$ cat src/rtl/gascon_pkg.sv
// Shared GASCON definitions: round limit, FSM state type, rotation tables,
// round-constant helper, byte-swap and interleaved rotation helpers.
package gascon_pkg;

    localparam int unsigned GASCON_MAX_ROUNDS = 12;

    typedef enum logic [1:0] {StIdle, StRun, StDone} gascon_st_e;

    // First rotation amount of the linear layer, per state word.
    function automatic int unsigned rot0(input int unsigned word);
        int unsigned r;
        case (word)
            0: r = 19;
            1: r = 61;
            2: r = 1;
            3: r = 10;
            4: r = 7;
            5: r = 31;
            6: r = 53;
            7: r = 9;
            8: r = 43;
            default: r = 0;
        endcase
        return r;
    endfunction

    // Second rotation amount of the linear layer, per state word.
    function automatic int unsigned rot1(input int unsigned word);
        int unsigned r;
        case (word)
            0: r = 28;
            1: r = 38;
            2: r = 6;
            3: r = 17;
            4: r = 40;
            5: r = 26;
            6: r = 58;
            7: r = 46;
            8: r = 50;
            default: r = 0;
        endcase
        return r;
    endfunction

    // Round constant {0xF - idx, idx} in the low byte of a word.
    function automatic logic [63:0] round_cst(input logic [3:0] idx);
        return {56'd0, 4'hF - idx, idx};
    endfunction

    function automatic logic [63:0] swap_endian64(input logic [63:0] x);
        logic [63:0] y;
        y = '0;
        for (int i = 0; i < 8; i++) begin
            y[8*i +: 8] = x[8*(7-i) +: 8];
        end
        return y;
    endfunction

    function automatic logic [31:0] rotr32(input logic [31:0] x, input int unsigned s);
        return (x >> s) | (x << (32 - s));
    endfunction

    // Words are bit-interleaved: even bits in [31:0], odd bits in [63:32].
    // An odd rotation swaps the halves; the half that came from the even
    // bits picks up one extra position.
    function automatic logic [63:0] rotr64_interleaved(input logic [63:0] x,
                                                       input int unsigned shift);
        int unsigned half;
        logic [31:0] lo;
        logic [31:0] hi;
        half = shift / 2;
        if ((shift % 2) != 0) begin
            lo = rotr32(x[63:32], half);
            hi = rotr32(x[31:0], (half + 1) % 32);
        end else begin
            lo = rotr32(x[31:0], half);
            hi = rotr32(x[63:32], half);
        end
        return {hi, lo};
    endfunction

endpackage

$ cat src/rtl/gascon_round.sv
// One combinational GASCON round.
// Ports:
//   in_state  [64*NW]  state in, word 0 in MSBs, each word little-endian bytes
//   round     [4]      round index (constant selector)
//   out_state [64*NW]  state after constant add, S-box layer and linear layer
module gascon_round
    import gascon_pkg::*;
#(
    parameter int unsigned NW = 5
) (
    input  logic [64*NW-1:0] in_state,
    input  logic [3:0]       round,
    output logic [64*NW-1:0] out_state
);

    localparam int unsigned MID = NW / 2;

    function automatic logic [64*NW-1:0] do_round(input logic [64*NW-1:0] s,
                                                  input logic [3:0] idx);
        logic [63:0] x [NW];
        logic [63:0] t [NW];
        logic [63:0] w;
        logic [64*NW-1:0] r;
        r = '0;
        for (int i = 0; i < NW; i++) begin
            x[i] = swap_endian64(s[64*(NW-i)-1 -: 64]);
        end
        x[MID] = x[MID] ^ round_cst(idx);
        // S-box entry mix; order matters (x0 must see the old x[NW-1]).
        for (int i = 0; i <= MID; i++) begin
            x[2*i] = x[2*i] ^ x[(NW + 2*i - 1) % NW];
        end
        for (int i = 0; i < NW; i++) begin
            t[i] = ~x[i] & x[(i + 1) % NW];
        end
        for (int i = 0; i < NW; i++) begin
            x[i] = x[i] ^ t[(i + 1) % NW];
        end
        // S-box exit mix; last step wraps onto x0 using the updated x[NW-1].
        for (int i = 0; i <= MID; i++) begin
            x[(2*i + 1) % NW] = x[(2*i + 1) % NW] ^ x[2*i];
        end
        x[MID] = ~x[MID];
        for (int i = 0; i < NW; i++) begin
            w = x[i];
            x[i] = w ^ rotr64_interleaved(w, rot0(i)) ^ rotr64_interleaved(w, rot1(i));
        end
        for (int i = 0; i < NW; i++) begin
            r[64*(NW-i)-1 -: 64] = swap_endian64(x[i]);
        end
        return r;
    endfunction

    always_comb begin
        out_state = do_round(in_state, round);
    end

endmodule

$ cat src/rtl/gascon_perm_iter.sv
// Multi-cycle GASCON permutation engine: applies 0..12 rounds to a 64*NW-bit
// state, UNROLL rounds per clock, with a valid/ready handshake on both sides.
// Optional macro GASCON_PERM_ZEROIZE_EN: clear the state register when the
// result is taken, so out_state reads zero while idle.
// Ports:
//   clk, rst             clock; asynchronous active-high reset
//   in_valid/in_ready    request handshake (ready only while idle)
//   in_state, in_rounds  state to permute; round count (>12 treated as 12)
//   out_valid/out_ready  result handshake, result held until taken
//   out_state            permuted state
//   busy                 engine running or holding a result
module gascon_perm_iter
    import gascon_pkg::*;
#(
    parameter int unsigned NW     = 5,
    parameter int unsigned UNROLL = 1
) (
    input  logic             clk,
    input  logic             rst,
    input  logic             in_valid,
    output logic             in_ready,
    input  logic [64*NW-1:0] in_state,
    input  logic [3:0]       in_rounds,
    output logic             out_valid,
    input  logic             out_ready,
    output logic [64*NW-1:0] out_state,
    output logic             busy
);

    localparam int unsigned SW = 64 * NW;

    gascon_st_e  st_q, st_d;
    logic [SW-1:0] state_q, state_d;
    logic [3:0]  rnd_q, rnd_d;
    logic [3:0]  rem_q, rem_d;
    logic [3:0]  rounds_sat;
    logic [3:0]  step;
    logic [SW-1:0] perm_out;

    // Stage k applies round rnd_q+k only while k is below the remaining count.
    for (genvar k = 0; k < UNROLL; k++) begin : g_stage
        logic [SW-1:0] s_in;
        logic [SW-1:0] s_rnd;
        logic [SW-1:0] s_out;
        logic [3:0]    idx;

        if (k == 0) begin : g_first
            assign s_in = state_q;
        end else begin : g_next
            assign s_in = g_stage[k-1].s_out;
        end

        assign idx = rnd_q + 4'(k);

        gascon_round #(
            .NW (NW)
        ) u_round (
            .in_state  (s_in),
            .round     (idx),
            .out_state (s_rnd)
        );

        assign s_out = (4'(k) < rem_q) ? s_rnd : s_in;
    end

    assign perm_out   = g_stage[UNROLL-1].s_out;
    assign rounds_sat = (in_rounds > 4'(GASCON_MAX_ROUNDS)) ? 4'(GASCON_MAX_ROUNDS) : in_rounds;
    assign step       = (rem_q < 4'(UNROLL)) ? rem_q : 4'(UNROLL);

    always_comb begin
        st_d    = st_q;
        state_d = state_q;
        rnd_d   = rnd_q;
        rem_d   = rem_q;
        unique case (st_q)
            StIdle: begin
                if (in_valid) begin
                    state_d = in_state;
                    rnd_d   = 4'(GASCON_MAX_ROUNDS) - rounds_sat;
                    rem_d   = rounds_sat;
                    st_d    = (rounds_sat == 4'd0) ? StDone : StRun;
                end
            end
            StRun: begin
                state_d = perm_out;
                rnd_d   = rnd_q + step;
                rem_d   = rem_q - step;
                if (rem_q == step) begin
                    st_d = StDone;
                end
            end
            StDone: begin
                if (out_ready) begin
                    st_d = StIdle;
`ifdef GASCON_PERM_ZEROIZE_EN
                    state_d = '0;
`else
                    state_d = state_q;
`endif
                end
            end
            default: st_d = StIdle;
        endcase
    end

    always_ff @(posedge clk or posedge rst) begin
        if (rst) begin
            st_q    <= StIdle;
            state_q <= '0;
            rnd_q   <= 4'd0;
            rem_q   <= 4'd0;
        end else begin
            st_q    <= st_d;
            state_q <= state_d;
            rnd_q   <= rnd_d;
            rem_q   <= rem_d;
        end
    end

    assign in_ready  = (st_q == StIdle) && !rst;
    assign out_valid = (st_q == StDone);
    assign busy      = (st_q != StIdle);
    assign out_state = state_q;

endmodule

$ cat config.mk
export PLATFORM = sky130hd
export DESIGN_NAME = gascon_perm_iter
export DESIGN_NICKNAME = d
export VERILOG_FILES = /design/src/rtl/gascon_pkg.sv /design/src/rtl/gascon_round.sv /design/src/rtl/gascon_perm_iter.sv
export SDC_FILE = /design/constraint.sdc
export NUM_CORES = 2
export LEC_CHECK = 0
export BUFFER_PORTS_ARGS = -buffer_cell sky130_fd_sc_hd__buf_4
export CORE_MARGIN = 2
export CORE_UTILIZATION = 35
export CTS_CLUSTER_SIZE = 12
export DETAILED_ROUTE_END_ITERATION = 10
export PLACE_DENSITY = 0.58
export SLEW_MARGIN = 20
export SYNTH_ARGS = -nofsm -noshare
export SYNTH_HDL_FRONTEND = slang
export SYNTH_SLANG_ARGS = --single-unit
$ cat constraint.sdc
create_clock -name clk -period 12.1 [get_ports clk]
set_clock_uncertainty 0.05 [all_clocks]
set_input_delay 0.605 -clock clk [delete_from_list [all_inputs] [get_ports clk]]
set_output_delay 0.605 -clock clk [all_outputs]
set_load 0.02 [all_outputs]
==> reports/summary.txt <==
outcome = finished with violations
failing checks = hold timing
core area = 0.0930 mm^2
PortBufs = 650
Worst Hold Margin = -0.0143 ns
# fillers = 9,239
post-synthesis cell count = 3,375
Non-Filler Instances = 5,272
Cell Rows = 112
register area = 0.00826 mm^2
Worst Setup End Kind = register
Die Wd = 310 um
R2R setup slack = 7.57 ns
r2r worst-path depth = 8
Worst Tran Pin Value = 1.32 ns
dpl hpwl = 147 mm
Final ANT Viol Nets = 0
first-pass GRT wire length = 237 mm
Final Setup Violations = 0
Initial Util = 35.3%
Yosys warning count = 0
DRT iter0 DRCs = 3,720
Clock Tree Buf Depth = 3
initial antenna violation count = 8
io pins = 651
H-Tree Depth = 2
RSZ-0062 raised after global routing = no
total of max-cap violations = 0
number of synthesized flops with an enable pin = 0
DRT Pass-1 Iters = 7
Residual DRC = 0
HP Class = primary input to async pin
Top FF cell, synth = dfrtp_1
Setup CP Type = register to register
Critical Path Fanout Max = 176
family with the most delay on the worst path = buffers and inverters
Max Fclk = 221 MHz
largest net degree at the start of global routing = 177
clock sinks = 330
share of layout cells above drive strength 1 = 20.7%
Reg-to-Reg Start = st_q[1]
area occupied by multi-input gates = 0.0234 mm^2
Setup Buffers After CTS = 0
syn avg cell area = 9.72 um^2
Post-layout nets = 4,442
vias in the first global route = 28,878
Vias = 30,539
wire per inst = 34.0 um
CP required = 12.48 ns
fin crit share = 37.5%
Root Buffer = clkbuf_16
cell area after synthesis = 0.0328 mm^2
sequential area share after synthesis = 25.2%
GRT Overall Usage = 36.2%
GRT Residual Overflow = 0
cts hold-fix bufs = 0
Async SR Flop Fraction = 100%
die height = 310 um
worst path bufs/invs = 4
FF-to-FF End = out_state[159]
final wirelength = 179 mm
Worst path most repeated cell = buf_4
slowest CP cell = buf_4
slowest stage delay, CP = 0.90 ns
area delta synth->final = 24.0%
post_cts resized = 0
synth unique cells = 63
Arrival @ worst endpoint = 4.92 ns
final hold vios = 3
CTS tree = done
placed instance count = 5,187
Slew Viols, Final = 0
Slew HR = 11.8%
Setup crit start kind = register
Num CTS Buffers = 44
die area = 0.0962 mm^2
setup TNS = 0 ns
Tmin final = 4.53 ns
CP Cell Sequence = nand2b_4, nor2_4, buf_4, nor2_4, buf_4, buf_4, buf_12, o21ai_0
worst skew pair latency = 0.61 ns
CTS clk-pin slew, worst paths = 0.07 ns
Synth Register Bits = 330
Final GP Congestion = 1.05
DR vias/cell = 5.79
-- logic make-up after synthesis --
kind of cell / synth area share [%]
adders and majority gates: 5.51
buffers and inverters: 3.72
other: 0.0229
and+or+nand+nor: 14.9
DFF: 25.2
AOI/OAI and AO/OA: 14.3
muxes: 1.65
xor gates and xnor gates: 34.7
-- synth_stat cells, drive strengths merged (53+ instances only) --
| cell | instances | area, um^2 |
|---|---|---|
| xor2 | 172 | 1600 |
| nor2 | 135 | 509 |
| xnor2 | 368 | 3310 |
| and3 | 209 | 1310 |
| buf | 85 | 422 |
| inv | 146 | 548 |
| clkbuf | 67 | 251 |
| a21oi | 267 | 1340 |
| nor2b | 108 | 676 |
| nor3 | 55 | 280 |
| o21ai | 249 | 1250 |
| mux2i | 53 | 531 |
| nand3 | 89 | 445 |
| ha | 134 | 1680 |
| xor3 | 61 | 1450 |
| dfrtp | 330 | 8260 |
| xnor3 | 223 | 5020 |
| nand2 | 226 | 851 |
-- per-layer routing --
layer / part of all wire, % / vias up / track usage [%]
met2: 45 / 1736 / 56.7
met4: 7.1 / 8 / 21.4
met3: 9.6 / 410 / 7.65
met5: 0.031 / - / 0
met1: 39 / 15228 / 45.9
li1: - / 13157 / -
-- placed cells by master (no fill, tap or decap), types with 50 or more instances in the layout --
cell type / count
buf_4: 706
xnor2_1: 353
dfrtp_1: 330
a21oi_1: 267
nand2_1: 225
xnor3_1: 223
and3_1: 209
xor2_1: 160
inv_1: 143
o21ai_1: 141
ha_1: 134
nor2_1: 133
o21ai_0: 107
nor2b_1: 107
nand3_1: 89
xor3_1: 61
mux2i_1: 53
nor3_1: 53
o211ai_1: 50
-- worst max-delay path by stage --
stage                     end  depth (start not counted)  slack, ns    start
2_1_floorplan    out_state[0]                          1       2.31      rst
3_3_place_gp   out_state[173]                          9       7.75  st_q[1]
3_5_place_dp   out_state[159]                          8       7.64  st_q[1]
4_1_cts        out_state[159]                          8       7.63  st_q[1]
5_1_grt        out_state[175]                          8       7.30  st_q[1]
6_report       out_state[159]                          8       7.57  st_q[1]
-- metrics by stage --
step / instance area [um^2] / setup WS [ns] / hold slack (ns) / utilization [%]
final: 40700 / 7.57 / -0.0143 / 43.7
after global routing: 40700 / 7.30 / 0.0578 / 43.7
after CTS: 40700 / 7.63 / 0.0376 / 43.7
after detailed placement: 39200 / 7.64 / 0.475 / 42.1
after global placement: 39100 / 7.75 / 0.468 / 42.1
after floorplan: 32800 / 2.31 / 0.433 / -
-- final cells by class --
type                    count  share of cell area (%)
multi-input cells        2748                    57.5
flip-flops and latches    330                    20.3
repair buffers            709                    13.2
well taps                1254                    3.86
clock buffers              59                    3.07
inverters                 146                    1.37
clock inverters            23                   0.670
diodes                      3                  0.0185
-- state kept, by name, indices dropped and copies added, names as in the netlist --
| name | flops |
|---|---|
| st_q | 2 |
| rnd_q | 4 |
| out_state | 320 |
| rem_q | 4 |
Power is not shown: default switching activity piles up to over one toggle a cycle in this logic, so the estimate is an artifact.
